`src/rtl/dino_game_sequencer_if.sv`:
```
// Signal bundle between the dino game run controller and its neighbours:
// key decoder and collision detector in, object/score/VGA logic out.
interface dino_game_sequencer_if;
  logic        key_valid;
  logic [3:0]  key_num;
  logic        collision;
  logic [2:0]  game_state;
  logic        game_tick;
  logic        obj_clear;
  logic [15:0] score;
  logic [15:0] high_score;
  logic [3:0]  speed_level;

  modport master (
    input  key_valid,
    input  key_num,
    input  collision,
    output game_state,
    output game_tick,
    output obj_clear,
    output score,
    output high_score,
    output speed_level
  );

  modport slave (
    output key_valid,
    output key_num,
    output collision,
    input  game_state,
    input  game_tick,
    input  obj_clear,
    input  score,
    input  high_score,
    input  speed_level
  );
endinterface

```
`src/rtl/dino_game_sequencer.sv`:
```
// Dino game run controller: game state machine, speed-scaled game_tick
// generator, score / high score / speed level keeping and new-game clear.
module dino_game_sequencer #(
  parameter int CNT_W           = 24,
  parameter int TICK_BASE       = 400000,
  parameter int TICK_STEP       = 20000,
  parameter int TICK_MIN        = 100000,
  parameter int TICKS_PER_POINT = 8,
  parameter int SCORE_PER_LEVEL = 100,
  parameter int MAX_LEVEL       = 15,
  parameter int HOLDOFF         = 50000000
) (
  input  logic clk,
  input  logic rst,
  dino_game_sequencer_if.master bus
);

  typedef enum logic [2:0] {
    ST_IDLE  = 3'd0,
    ST_START = 3'd1,
    ST_RUN   = 3'd2,
    ST_PAUSE = 3'd3,
    ST_OVER  = 3'd4
  } state_t;

  localparam int PROD_W = CNT_W + 4;
  localparam int PT_W   = $clog2(TICKS_PER_POINT + 1);
  localparam int LP_W   = $clog2(SCORE_PER_LEVEL + 1);
  localparam int HOLD_W = $clog2(HOLDOFF + 1);

  localparam logic [PROD_W-1:0] BASE_EXT = PROD_W'(TICK_BASE);
  localparam logic [PROD_W-1:0] STEP_EXT = PROD_W'(TICK_STEP);
  localparam logic [PROD_W-1:0] MIN_EXT  = PROD_W'(TICK_MIN);
  localparam logic [PT_W-1:0]   PT_LAST  = PT_W'(TICKS_PER_POINT - 1);
  localparam logic [LP_W-1:0]   LP_LAST  = LP_W'(SCORE_PER_LEVEL - 1);
  localparam logic [HOLD_W-1:0] HOLD_END = HOLD_W'(HOLDOFF);
  localparam logic [3:0]        LVL_MAX  = 4'(MAX_LEVEL);

  state_t              r_state, w_state_next;
  logic [CNT_W-1:0]    r_cnt, w_cnt_next;
  logic [PT_W-1:0]     r_pt, w_pt_next;
  logic [LP_W-1:0]     r_lvl_pts, w_lvl_pts_next;
  logic [HOLD_W-1:0]   r_hold, w_hold_next;
  logic [15:0]         r_score, w_score_next;
  logic [15:0]         r_high, w_high_next;
  logic [3:0]          r_level, w_level_next;
  logic                r_tick, w_tick_next;
  logic                r_clear, w_clear_next;

  logic                w_start_key;
  logic                w_enter_key;
  logic                w_hold_done;
  logic                w_wrap;
  logic [PROD_W-1:0]   w_dec;
  logic [PROD_W-1:0]   w_period;
  logic [PROD_W-1:0]   w_cnt_plus1;

  assign w_start_key = bus.key_valid && (bus.key_num <= 4'd2);
  assign w_enter_key = bus.key_valid && (bus.key_num == 4'd0);
  assign w_hold_done = (r_hold == HOLD_END);

  // Period is worked out in a wider field so the subtraction can never wrap
  // around; anything at or below the floor clamps to TICK_MIN.
  assign w_dec       = PROD_W'(r_level) * STEP_EXT;
  assign w_period    = ((w_dec >= BASE_EXT) || ((BASE_EXT - w_dec) < MIN_EXT))
                       ? MIN_EXT : (BASE_EXT - w_dec);
  assign w_cnt_plus1 = PROD_W'(r_cnt) + PROD_W'(1);
  assign w_wrap      = (w_cnt_plus1 >= w_period);

  always_comb begin
    w_state_next = r_state;
    case (r_state)
      ST_IDLE:  if (w_start_key) w_state_next = ST_START;
      ST_START: w_state_next = ST_RUN;
      ST_RUN: begin
        if (bus.collision)     w_state_next = ST_OVER;
        else if (w_enter_key)  w_state_next = ST_PAUSE;
      end
      ST_PAUSE: if (w_enter_key) w_state_next = ST_RUN;
      ST_OVER:  if (w_hold_done && w_start_key) w_state_next = ST_START;
      default:  w_state_next = ST_IDLE;
    endcase
  end

  always_comb begin
    w_cnt_next     = r_cnt;
    w_pt_next      = r_pt;
    w_lvl_pts_next = r_lvl_pts;
    w_hold_next    = r_hold;
    w_score_next   = r_score;
    w_high_next    = r_high;
    w_level_next   = r_level;
    w_tick_next    = 1'b0;
    w_clear_next   = 1'b0;

    case (r_state)
      ST_RUN: begin
        if (bus.collision) begin
          w_hold_next = '0;
          if (r_score > r_high) w_high_next = r_score;
        end else if (!w_enter_key) begin
          if (w_wrap) begin
            w_cnt_next  = '0;
            w_tick_next = 1'b1;
            if (r_pt == PT_LAST) begin
              w_pt_next = '0;
              if (r_score != 16'hFFFF) begin
                w_score_next = r_score + 16'd1;
                // Level points track score mod SCORE_PER_LEVEL without a divider.
                if (r_lvl_pts == LP_LAST) begin
                  w_lvl_pts_next = '0;
                  if (r_level != LVL_MAX) w_level_next = r_level + 4'd1;
                end else begin
                  w_lvl_pts_next = r_lvl_pts + LP_W'(1);
                end
              end
            end else begin
              w_pt_next = r_pt + PT_W'(1);
            end
          end else begin
            w_cnt_next = r_cnt + CNT_W'(1);
          end
        end
      end
      ST_OVER: begin
        if (!w_hold_done) w_hold_next = r_hold + HOLD_W'(1);
      end
      default: ;
    endcase

    // Clear lands on the edge into START so the fresh game is visible with obj_clear.
    if (w_state_next == ST_START) begin
      w_clear_next   = 1'b1;
      w_cnt_next     = '0;
      w_pt_next      = '0;
      w_lvl_pts_next = '0;
      w_score_next   = '0;
      w_level_next   = '0;
    end
  end

  always_ff @(posedge clk or negedge rst) begin
    if (!rst) begin
      r_state   <= ST_IDLE;
      r_cnt     <= '0;
      r_pt      <= '0;
      r_lvl_pts <= '0;
      r_hold    <= '0;
      r_score   <= '0;
      r_high    <= '0;
      r_level   <= '0;
      r_tick    <= 1'b0;
      r_clear   <= 1'b0;
    end else begin
      r_state   <= w_state_next;
      r_cnt     <= w_cnt_next;
      r_pt      <= w_pt_next;
      r_lvl_pts <= w_lvl_pts_next;
      r_hold    <= w_hold_next;
      r_score   <= w_score_next;
      r_high    <= w_high_next;
      r_level   <= w_level_next;
      r_tick    <= w_tick_next;
      r_clear   <= w_clear_next;
    end
  end

  assign bus.game_state  = r_state;
  assign bus.game_tick   = r_tick;
  assign bus.obj_clear   = r_clear;
  assign bus.score       = r_score;
  assign bus.high_score  = r_high;
  assign bus.speed_level = r_level;

endmodule

```
`src/flat_wrapper.sv`:
```
// flat-port wrapper written by rule: the top's interface ports become plain ports
module dino_game_sequencer_flat 
#(
  parameter int CNT_W           = 24,
  parameter int TICK_BASE       = 400000,
  parameter int TICK_STEP       = 20000,
  parameter int TICK_MIN        = 100000,
  parameter int TICKS_PER_POINT = 8,
  parameter int SCORE_PER_LEVEL = 100,
  parameter int MAX_LEVEL       = 15,
  parameter int HOLDOFF         = 50000000
)
  (clk, rst, bus_key_valid, bus_key_num, bus_collision, bus_game_state, bus_game_tick, bus_obj_clear, bus_score, bus_high_score, bus_speed_level);
  dino_game_sequencer_if bus_i ();
  input  logic clk;
  input  logic rst;
  input wire logic [$bits(bus_i.key_valid)-1:0] bus_key_valid;
  input wire logic [$bits(bus_i.key_num)-1:0] bus_key_num;
  input wire logic [$bits(bus_i.collision)-1:0] bus_collision;
  output wire logic [$bits(bus_i.game_state)-1:0] bus_game_state;
  output wire logic [$bits(bus_i.game_tick)-1:0] bus_game_tick;
  output wire logic [$bits(bus_i.obj_clear)-1:0] bus_obj_clear;
  output wire logic [$bits(bus_i.score)-1:0] bus_score;
  output wire logic [$bits(bus_i.high_score)-1:0] bus_high_score;
  output wire logic [$bits(bus_i.speed_level)-1:0] bus_speed_level;
  assign bus_i.key_valid = bus_key_valid;
  assign bus_i.key_num = bus_key_num;
  assign bus_i.collision = bus_collision;
  assign bus_game_state = bus_i.game_state;
  assign bus_game_tick = bus_i.game_tick;
  assign bus_obj_clear = bus_i.obj_clear;
  assign bus_score = bus_i.score;
  assign bus_high_score = bus_i.high_score;
  assign bus_speed_level = bus_i.speed_level;
  dino_game_sequencer #(.CNT_W(CNT_W), .TICK_BASE(TICK_BASE), .TICK_STEP(TICK_STEP), .TICK_MIN(TICK_MIN), .TICKS_PER_POINT(TICKS_PER_POINT), .SCORE_PER_LEVEL(SCORE_PER_LEVEL), .MAX_LEVEL(MAX_LEVEL), .HOLDOFF(HOLDOFF)) u_core (.clk(clk), .rst(rst), .bus(bus_i));
endmodule
```
`config.mk`:
```
export PLATFORM = sky130hd
export DESIGN_NAME = dino_game_sequencer_flat
export DESIGN_NICKNAME = d
export VERILOG_FILES = /design/src/rtl/dino_game_sequencer_if.sv /design/src/rtl/dino_game_sequencer.sv /design/src/flat_wrapper.sv
export SDC_FILE = /design/constraint.sdc
export NUM_CORES = 1
export LEC_CHECK = 0
export CORE_MARGIN = 5
export CORE_UTILIZATION = 55
export DETAILED_ROUTE_END_ITERATION = 7
export GPL_TIMING_DRIVEN = 1
export PLACE_DENSITY_LB_ADDON = 0.08
export SLEW_MARGIN = 20
export SYNTH_ARGS = -nofsm -noshare
export SYNTH_HDL_FRONTEND = slang
export SYNTH_SLANG_ARGS = --single-unit
```
`constraint.sdc`:
```
create_clock -name clk -period 7.38 [get_ports clk]
set_clock_uncertainty 0.2 [all_clocks]
set_input_delay 1.107 -clock clk [delete_from_list [all_inputs] [get_ports clk]]
set_output_delay 1.107 -clock clk [all_outputs]
set_load 0.01 [all_outputs]
```
==> results.py, run 1 <==
metrics = {
    "route": {
        "wl_um": 16400,
        "via_count": 6018,
        "post_drt_wl_per_cell_um": 16.3,
        "vias_per_cell": 5.99,
        "dr.pass1.iters": 6,
        "drc_errors": 0,
        "drt_iter0_drc": 371,
        "ant_nets": 0,
    },
    "cts": {
        "hold_buffers": 0,
        "cts_made_buffers": 9,
        "clockBufferDepth": 2,
        "clk_latency_ns": 0.35,
        "cts_num_sinks": 102,
        "tritoncts": "done",
        "clk_pin_slew_ns": 0.07,
        "postCtsSetupBuffers": 0,
        "cts_resized": 0,
        "cts-root-buf": "clkbuf_16",
        "cts_max_level": 3,
    },
    "sta": {
        "slew_headroom": 0.368,
        "finalSetupViolations": 0,
        "hold-worst-slack_ns": 0.317,
        "setup_tns_ns": 0,
        "rsz0062_at_grt": "false",
        "worstMarginPinSlew_ns": 0.939,
        "report.final.slew_viol_count": 0,
        "fin_crit_sh": 0.914,
        "hold_violations": 0,
        "max_freq_mhz": 148,
        "fin_crit_ns": 6.75,
    },
    "layout": {
        "final_cell_mix": "102 x dfrtp_1, 64 x nor2_1, 60 x nand2_1, 60 x ha_1, 52 x a21oi_1",
        "layout-area-overhead-vs-synth_pct": 12.2,
        "antenna_cells": 0,
        "mostFrequentLayoutCell": "dfrtp_1",
        "final_layout_size_suffix_gt1_frac": 0.0721,
        "n_fill_cell": 1111,
        "final_cells": 1004,
        "fin_nets": 899,
    },
    "die": {
        "die_w_um": 124,
        "initial_core_util": 0.565,
        "die_h_um": 124,
        "rows": 41,
        "ioPinCount": 49,
        "core_mm2": 0.0127,
        "die_area_mm2": 0.0154,
    },
    "critical_path": {
        "critical_path_class": "flop to flop",
        "crit_arrival_ns": 6.81,
        "worst-path-max-fanout": 25,
        "crit_top_cell": "ha_1",
        "cp-start-kind": "flop",
        "worst-path-buf-inv": 1,
        "cp_cell_sequence": "inv_1 -> ha_1 -> ha_1 -> or2_2 -> ha_1 -> nor2b_1 -> a221oi_1 -> o311ai_2 -> nor3_2 -> nor2_1 -> a211o_1 -> o31a_1 -> and2_1 -> ha_1 -> nand4_1 -> nor4_1 -> a22oi_1 -> o211ai_1 -> or3_4 -> nand3_4 -> or4_1 -> a21oi_1",
        "critical-path-top-delay-family": "simple AND/OR/NAND/NOR gates",
        "cp.required_ns": 7.44,
        "cp-end-kind": "flop",
        "cp_slowest_cell": "dfrtp_1",
        "cp_slowest_stage_delay_ns": 0.74,
    },
    "synth": {
        "synthArstFlopShare": 1.00,
        "yosys_warnings": 0,
        "synth.top_cell.area_share": 0.356,
        "synth_nets": 861,
        "synth_edf_count": 0,
        "synth_seq_area_share": 0.356,
        "synthesis.area_mm2": 0.00716,
        "synth_area_per_cell_um2": 9.07,
        "synthCells": 790,
        "yosysTopAreaCell": "dfrtp_1",
        "ys_types": 69,
        "synth-seq-cells": 102,
        "synthTopCellsByArea": "dfrtp_1 36%, ha_1 10%, xnor2_1 4.2%, a21oi_1 3.7%, nor2_1 3.4%",
        "synthFlopType": "dfrtp_1",
    },
    "placed_design": {
        "io_buffers": 48,
        "hpwl_um": 11800,
        "dp_cells": 989,
        "place.gp.congestion": 0.865,
    },
    "power": {
        "power_w": 0.00156,
        "peakVddDrop_mv": 0.192,
        "p_leak_nw": 3.60,
        "p_per_area_mw_per_mm2": 194,
    },
    "global_routing": {
        "antenna_found_initial": 0,
        "grt_max_degree": 65,
        "grt_pass1_vias": 5984,
        "grt_pass1_wl_um": 28200,
        "grt.overflow.total": 0,
        "grt.total_usage": 0.225,
    },
    "hold_path": {
        "worstHoldPathType": "flop to flop",
    },
    "flow_run": {
        "maxCapViolations": 0,
    },
    "status": {
        "outcome": "finished, final reports clean",
    },
}
## cells in the mapped netlist, types with 4 or more instances
cell type / n
clkbuf_1: 13
ha_1: 60
a21o_1: 9
xor2_1: 22
nand2_1: 60
inv_1: 41
nand4_1: 29
nand2b_1: 12
a22o_1: 6
dfrtp_1: 102
mux2_2: 16
and2_1: 10
xnor2_1: 34
a211oi_1: 4
buf_4: 4
o21a_1: 9
nor2_1: 64
or4_1: 10
buf_2: 7
o211ai_1: 7
nor2b_1: 5
nor4_1: 7
nand3_1: 37
and3_1: 17
a21oi_1: 53
o31ai_1: 11
or3_1: 7
nor3_1: 19
o21ai_0: 28
a31oi_1: 18
or2_2: 5
mux2i_1: 6
## final timing paths
path	startpoint	to	slack (ns)	cells past startpoint
setup reg to reg	u_core.bus.speed_level[2]$_DFFE_PN0P_	u_core.bus.score[13]$_DFFE_PN0P_	0.63	22
hold reg to reg	u_core.r_pt[2]$_DFFE_PN0P_	u_core.r_pt[2]$_DFFE_PN0P_	0.32	1
min in group asynchronous	rst	u_core.r_hold[9]$_DFFE_PN0P_	0.52	1
setup / recovery	u_core.bus.speed_level[2]$_DFFE_PN0P_	u_core.bus.score[13]$_DFFE_PN0P_	0.63	22
max in group asynchronous	rst	u_core.r_pt[0]$_DFFE_PN0P_	5.24	2
hold / removal	u_core.r_pt[2]$_DFFE_PN0P_	u_core.r_pt[2]$_DFFE_PN0P_	0.32	1
## report_power, final
group	switching (W)	internal [W]	total (W)	leakage, nW
clock	0.000207	0.000246	0.000453	0.139
combinational	0.000275	0.000189	0.000464	2.07
sequential	0.0000532	0.000589	0.000643	1.39
## flip-flops by register name (all words and copies together), names as in the netlist
register                cells
u_core.r_hold              26
u_core.r_cnt               24
u_core.bus.high_score      16
u_core.bus.score           16
u_core.r_lvl_pts            7
u_core.bus.speed_level      4
u_core.r_pt                 4
u_core.bus.game_state       3
u_core.bus.game_tick        1
u_core.bus.obj_clear        1
## routing by layer
metal | global-route usage | vias to the layer above | wire [um]
met4 | 0.0472 | 0 | 139
met2 | 0.376 | 136 | 7970
met1 | 0.306 | 2934 | 7600
met3 | 0.0450 | 13 | 644
met5 | 0 | - | 0
li1 | - | 2935 | -
## kinds of logic (layout without fill, tap and decap cells)
family | after synthesis | after routing | synth area share
adders and majority gates | 63 | 63 | 0.113
xor gates and xnor gates | 56 | 56 | 0.0685
and+or+nand+nor | 309 | 309 | 0.234
DFF | 102 | 102 | 0.356
buffers and inverters | 69 | 111 | 0.0419
muxes | 22 | 22 | 0.0335
AOI/OAI and AO/OA | 169 | 169 | 0.153
## per-stage QoR
step	instance area, um^2	util	setup WS (ns)
finish	8040	0.634	0.633
global route	8040	0.634	0.305
CTS	8040	0.634	0.738
detailed placement	7760	0.612	0.752
global placement	7760	0.612	1.04
floorplan	7160	-	1.56
## cell type report
type / instances / area [um^2] / share of cell area
multi-input combinational: 619 / 4310 / 0.537
sequential: 102 / 2550 / 0.318
timing repair buffer: 53 / 515 / 0.0642
clock buffer: 12 / 256 / 0.0319
tap: 172 / 215 / 0.0268
inverter: 43 / 164 / 0.0204
clock inverter: 3 / 18.8 / 0.00234
Power figures use the tool's default switching activity.
==> inputs of run 2 (changes only) <==
--- a/config.mk
+++ b/config.mk
@@ -8,8 +8,10 @@
 export CORE_MARGIN = 5
 export CORE_UTILIZATION = 55
 export DETAILED_ROUTE_END_ITERATION = 7
+export GPL_ROUTABILITY_DRIVEN = 0
 export GPL_TIMING_DRIVEN = 1
 export PLACE_DENSITY_LB_ADDON = 0.08
+export RECOVER_POWER = 25
 export SLEW_MARGIN = 20
 export SYNTH_ARGS = -nofsm -noshare
 export SYNTH_HDL_FRONTEND = slang
==> run 2 against run 1 <==
Effect of this change:
- the flow now finishes with violations (max-capacitance violations, max-slew violations)
- cell count is the same
- maximum frequency is essentially flat
- first-iteration DRC count is 6.7% lower
- setup slack better by 0.0039 ns
- die area unchanged
- total power barely moved
- sequential power hardly changed
- combinational power about the same
- critical path depth stayed put
- worst hold slack barely moved
- highest routed layer unchanged
==> results.py, run 2 (synthesis gave the netlist of run 1 again) <==
metrics = {
    "status": {
        "outcome": "finished, violations left",
        "failed_checks": "max-capacitance violations, max-slew violations",
    },
    "cts": {
        "clockBufferDepth": 2,
        "cts_made_buffers": 9,
        "cts_num_sinks": 102,
        "cts-root-buf": "clkbuf_16",
        "clk_pin_slew_ns": 0.07,
        "postCtsSetupBuffers": 0,
        "tritoncts": "done",
        "clk_latency_ns": 0.35,
        "cts_resized": 0,
        "hold_buffers": 0,
        "cts_max_level": 3,
    },
    "layout": {
        "mostFrequentLayoutCell": "dfrtp_1",
        "n_fill_cell": 1115,
        "layout-area-overhead-vs-synth_pct": 12.0,
        "antenna_cells": 0,
        "multi_input_comb_area_mm2": 0.00431,
        "fin_nets": 899,
        "final_layout_size_suffix_gt1_frac": 0.0685,
        "final_cell_mix": "102 x dfrtp_1, 64 x nor2_1, 60 x nand2_1, 60 x ha_1, 52 x a21oi_1",
        "top_register": "u_core.r_hold",
        "largest_reg_flops": 26,
        "seq_area_mm2": 0.00255,
        "top_regs": "u_core.r_hold: 26 flops, u_core.r_cnt: 24 flops",
        "design_area_mm2": 0.00802,
    },
    "die": {
        "die_w_um": 124,
        "rows": 41,
        "ioPinCount": 49,
        "die_area_mm2": 0.0154,
        "die_h_um": 124,
        "initial_core_util": 0.565,
        "core_mm2": 0.0127,
    },
    "placed_design": {
        "place_area_mm2": 0.00776,
        "io_buffers": 48,
        "dp_slack_ns": 0.752,
        "hpwl_um": 11800,
    },
    "hold_path": {
        "worstHoldPathType": "flop to flop",
    },
    "sta": {
        "setup_tns_ns": 0,
        "timing.final.ws_setup_ns": 0.637,
        "max_freq_mhz": 148,
        "hold_violations": 0,
        "fin_crit_ns": 6.74,
        "report.final.slew_viol_count": 105,
        "rsz0062_at_grt": "false",
        "hold-worst-slack_ns": 0.317,
        "finalSetupViolations": 0,
        "slew_headroom": -1.31,
        "worstMarginPinSlew_ns": 3.47,
        "fin_crit_sh": 0.914,
    },
    "route": {
        "wl_um": 16300,
        "dr.pass1.iters": 5,
        "drc_errors": 0,
        "ant_nets": 0,
        "drt_iter0_drc": 346,
        "post_drt_wl_per_cell_um": 16.3,
        "vias_per_cell": 6.00,
        "via_count": 6020,
    },
    "critical_path": {
        "r2r_start": "u_core.bus.speed_level[2]$_DFFE_PN0P_",
        "r2r_end": "u_core.bus.score[13]$_DFFE_PN0P_",
        "r2r_slack_ns": 0.64,
        "rr_worst_depth": 22,
        "crit_arrival_ns": 6.81,
        "critical_path_class": "flop to flop",
        "crit_start": "u_core.bus.speed_level[2]$_DFFE_PN0P_",
        "cp-start-kind": "flop",
        "cp.required_ns": 7.45,
        "worst-path-max-fanout": 25,
        "endpoint": "u_core.bus.score[13]$_DFFE_PN0P_",
        "cp-end-kind": "flop",
    },
    "global_routing": {
        "grt_max_degree": 65,
        "grt_pass1_vias": 5984,
        "grt_pass1_wl_um": 28200,
        "grt.total_usage": 0.225,
        "antenna_found_initial": 0,
        "grt.overflow.total": 0,
    },
    "power": {
        "p_per_area_mw_per_mm2": 194,
        "peakVddDrop_mv": 0.192,
        "power_w": 0.00156,
        "p_leak_nw": 3.59,
    },
    "flow_run": {
        "maxCapViolations": 2,
    },
}
## run 2: power by group
group	internal [W]	switching [W]	total, W	leakage [nW]
registers	0.000589	0.0000535	0.000643	1.39
logic	0.000188	0.000274	0.000463	2.06
clock network	0.000246	0.000208	0.000453	0.139
## run 2: layout make-up
type | count | area share
sequential | 102 | 0.318
tap | 172 | 0.0268
clock buffer | 12 | 0.0320
inverter | 43 | 0.0204
timing repair buffer | 53 | 0.0628
clock inverter | 3 | 0.00234
multi-input combinational | 619 | 0.538
## run 2: metrics by stage
stage	cells	util
2_1_floorplan	790	-
3_3_place_gp	989	0.612
3_5_place_dp	989	0.612
4_1_cts	1004	0.634
5_1_grt	1004	0.633
6_report	1004	0.633
## run 2: layer usage
layer / vias up / share of wire / track usage
met5: - / 0 / 0
met4: 0 / 0.0095 / 0.0472
met3: 13 / 0.038 / 0.0450
met2: 124 / 0.49 / 0.376
met1: 2943 / 0.46 / 0.306
li1: 2940 / - / -
## run 2: how the worst min path moves through the flow
stage | from | endpoint | slack (ns) | cells after the start
final | u_core.r_pt[2]$_DFFE_PN0P_ | u_core.r_pt[2]$_DFFE_PN0P_ | 0.32 | 1
after global routing | u_core.r_cnt[23]$_DFFE_PN0P_ | u_core.r_cnt[23]$_DFFE_PN0P_ | 0.35 | 1
after floorplan | u_core.r_pt[2]$_DFFE_PN0P_ | u_core.r_pt[2]$_DFFE_PN0P_ | 0.27 | 1
after global placement | u_core.r_pt[2]$_DFFE_PN0P_ | u_core.r_pt[2]$_DFFE_PN0P_ | 0.30 | 1
after detailed placement | u_core.r_pt[2]$_DFFE_PN0P_ | u_core.r_pt[2]$_DFFE_PN0P_ | 0.31 | 1
after CTS | u_core.r_pt[2]$_DFFE_PN0P_ | u_core.r_pt[2]$_DFFE_PN0P_ | 0.32 | 1
## run 2: critical path: stages (launching register included)
cell      delay, ns
dfrtp_1        0.74
inv_1          0.28
ha_1           0.27
ha_1           0.16
or2_2          0.27
ha_1           0.34
nor2b_1        0.17
a221oi_1       0.35
o311ai_2       0.28
nor3_2         0.32
nor2_1         0.08
a211o_1        0.27
o31a_1         0.36
and2_1         0.21
ha_1           0.26
nand4_1        0.11
nor4_1         0.39
a22oi_1        0.17
o211ai_1       0.16
or3_4          0.23
nand3_4        0.25
or4_1          0.57
a21oi_1        0.17
==> inputs of run 3 (changes only) <==
--- a/config.mk
+++ b/config.mk
@@ -10,9 +10,8 @@
 export DETAILED_ROUTE_END_ITERATION = 7
 export GPL_ROUTABILITY_DRIVEN = 0
 export GPL_TIMING_DRIVEN = 1
-export PLACE_DENSITY_LB_ADDON = 0.08
+export PLACE_DENSITY_LB_ADDON = 0.1
 export RECOVER_POWER = 25
-export SLEW_MARGIN = 20
 export SYNTH_ARGS = -nofsm -noshare
 export SYNTH_HDL_FRONTEND = slang
 export SYNTH_SLANG_ARGS = --single-unit
==> run 3 against run 2 <==
Effect of this change:
- the run still ends with max-capacitance violations, max-slew violations left
- non-clock buffer count shrank 1
- clock power grew 4.4%
- wire length shrank 2.4%
- register-to-register slack gained 0.02 ns
- total power grew 1.1%
- global-route usage shrank 0.46 points
- sequential power is essentially flat
- utilization is essentially flat
- maximum frequency grew 0.30%
- first-iteration DRC count grew 6.9%
- cell count is essentially flat
- largest cell class unchanged
==> results.py, run 3 (synthesis gave the netlist of run 1 again) <==
metrics = {
    "critical_path": {
        "cp-end-kind": "flop",
        "worst-path-max-fanout": 25,
        "critical_path_class": "flop to flop",
        "r2r_start": "u_core.bus.speed_level[2]$_DFFE_PN0P_",
        "r2r_end": "u_core.bus.score[15]$_DFFE_PN0P_",
        "rr_worst_depth": 22,
        "crit_arrival_ns": 6.78,
        "cp-start-kind": "flop",
        "r2r_slack_ns": 0.66,
        "cp.required_ns": 7.44,
    },
    "route": {
        "vias_per_cell": 5.90,
        "wl_um": 15900,
        "dr.pass1.iters": 5,
        "ant_nets": 0,
        "drc_errors": 0,
        "drt_iter0_drc": 370,
        "post_drt_wl_per_cell_um": 15.9,
        "via_count": 5914,
    },
    "sta": {
        "finalSetupViolations": 0,
        "worstMarginPinSlew_ns": 2.84,
        "report.final.slew_viol_count": 105,
        "rsz0062_at_grt": "false",
        "fin_crit_ns": 6.72,
        "setup_tns_ns": 0,
        "fin_crit_sh": 0.911,
        "slew_headroom": -0.892,
        "hold_violations": 0,
        "max_freq_mhz": 149,
    },
    "hold_path": {
        "hold_path_end": "u_core.r_cnt[22]$_DFFE_PN0P_",
        "hp-start": "u_core.r_cnt[22]$_DFFE_PN0P_",
        "worstHoldPathType": "flop to flop",
        "hold_depth": 1,
    },
    "layout": {
        "top_register": "u_core.r_hold",
        "seq_area_mm2": 0.00255,
        "multi_input_comb_area_mm2": 0.00431,
        "mostFrequentLayoutCell": "dfrtp_1",
        "largest_reg_flops": 26,
        "final_cells": 1003,
        "final_layout_size_suffix_gt1_frac": 0.0650,
        "antenna_cells": 0,
        "top_regs": "u_core.r_hold: 26 flops, u_core.r_cnt: 24 flops",
        "fin_nets": 898,
        "layout-area-overhead-vs-synth_pct": 12.1,
        "final_cell_mix": "102 x dfrtp_1, 64 x nor2_1, 60 x nand2_1, 60 x ha_1, 52 x a21oi_1",
        "n_fill_cell": 1111,
    },
    "global_routing": {
        "grt_max_degree": 54,
        "antenna_found_initial": 0,
        "grt.overflow.total": 0,
        "grt.total_usage": 0.221,
        "grt_pass1_wl_um": 27500,
        "grt_pass1_vias": 5652,
    },
    "cts": {
        "clk_latency_ns": 0.35,
        "cts_made_buffers": 9,
        "tritoncts": "done",
        "cts_num_sinks": 102,
        "postCtsSetupBuffers": 0,
        "cts_max_level": 3,
        "clk_pin_slew_ns": 0.06,
        "clockBufferDepth": 2,
        "cts-root-buf": "clkbuf_16",
        "hold_buffers": 0,
        "cts_resized": 0,
    },
    "power": {
        "p_per_area_mw_per_mm2": 196,
        "p_leak_nw": 3.59,
        "peakVddDrop_mv": 0.177,
    },
    "placed_design": {
        "hpwl_um": 11500,
        "io_buffers": 48,
        "dp_cells": 988,
    },
    "status": {
        "failed_checks": "max-capacitance violations, max-slew violations",
        "outcome": "finished, violations left",
    },
    "die": {
        "rows": 41,
        "ioPinCount": 49,
        "die_w_um": 124,
        "core_mm2": 0.0127,
        "die_h_um": 124,
        "initial_core_util": 0.565,
        "die_area_mm2": 0.0154,
    },
    "flow_run": {
        "maxCapViolations": 2,
    },
}
## run 3: cell count changes in the layout (fill, tap and decap cells not counted), sizes merged
cell,change
bufinv,+1
clkbuf,+1
clkinv,-2
inv,-1
## run 3: cell type report
| type | count | area share |
|---|---|---|
| flip-flops and latches | 102 | 0.318 |
| multi-input cells | 619 | 0.537 |
| repair buffers | 52 | 0.0623 |
| clock buffers | 14 | 0.0316 |
| clock inverters | 1 | 0.00374 |
| inverters | 43 | 0.0204 |
| well taps | 172 | 0.0268 |
## run 3: power breakdown
| part | leakage (nW) | switching, W | internal [W] |
|---|---|---|---|
| logic | 2.06 | 0.000274 | 0.000187 |
| clock network | 0.137 | 0.000202 | 0.000271 |
| registers | 1.39 | 0.0000512 | 0.000590 |
| total | 3.59 | 0.000528 | 0.00105 |
## run 3: per-layer routing
metal | track usage | share of wire
met5 | 0 | 0
met4 | 0.0548 | 0.013
met3 | 0.0445 | 0.035
met2 | 0.364 | 0.47
met1 | 0.300 | 0.48
## run 3: per-stage QoR
step,power (W),cell area [um^2],hold WS [ns],utilization,setup slack [ns]
floorplan,0.000987,7160,0.273,-,1.56
CTS,0.00159,8040,0.317,0.634,0.655
global route,0.00168,8030,0.346,0.634,0.0412
detailed placement,0.00111,7750,0.304,0.612,0.713
finish,0.00158,8030,0.318,0.634,0.657
global placement,0.00109,7750,0.296,0.612,1.00
## run 3: worst max-delay path, stage by stage, from the launching register on
cell      delay (ns)
dfrtp_1         0.73
inv_1           0.28
ha_1            0.27
ha_1            0.17
or2_2           0.27
ha_1            0.35
nor2b_1         0.18
a221oi_1        0.32
o311ai_2        0.27
nor3_2          0.31
nor2_1          0.08
a211o_1         0.27
o31a_1          0.37
and2_1          0.22
ha_1            0.27
nand4_1         0.11
nor4_1          0.38
a22oi_1         0.16
o211ai_1        0.17
or3_4           0.24
nand3_4         0.24
or4_1           0.56
a21oi_1         0.18
## run 3: worst max-delay path by stage
stage	startpoint	endpoint	slack, ns
final	u_core.bus.speed_level[2]$_DFFE_PN0P_	u_core.bus.score[15]$_DFFE_PN0P_	0.66
after global routing	u_core.bus.speed_level[2]$_DFFE_PN0P_	u_core.r_lvl_pts[6]$_DFFE_PN0P_	0.04
after CTS	u_core.bus.speed_level[2]$_DFFE_PN0P_	u_core.r_lvl_pts[6]$_DFFE_PN0P_	0.65
after detailed placement	u_core.bus.speed_level[2]$_DFFE_PN0P_	u_core.r_lvl_pts[6]$_DFFE_PN0P_	0.71
after global placement	u_core.bus.speed_level[2]$_DFFE_PN0P_	u_core.r_lvl_pts[4]$_DFFE_PN0P_	1.00
after floorplan	u_core.bus.speed_level[1]$_DFFE_PN0P_	u_core.r_cnt[5]$_DFFE_PN0P_	1.56
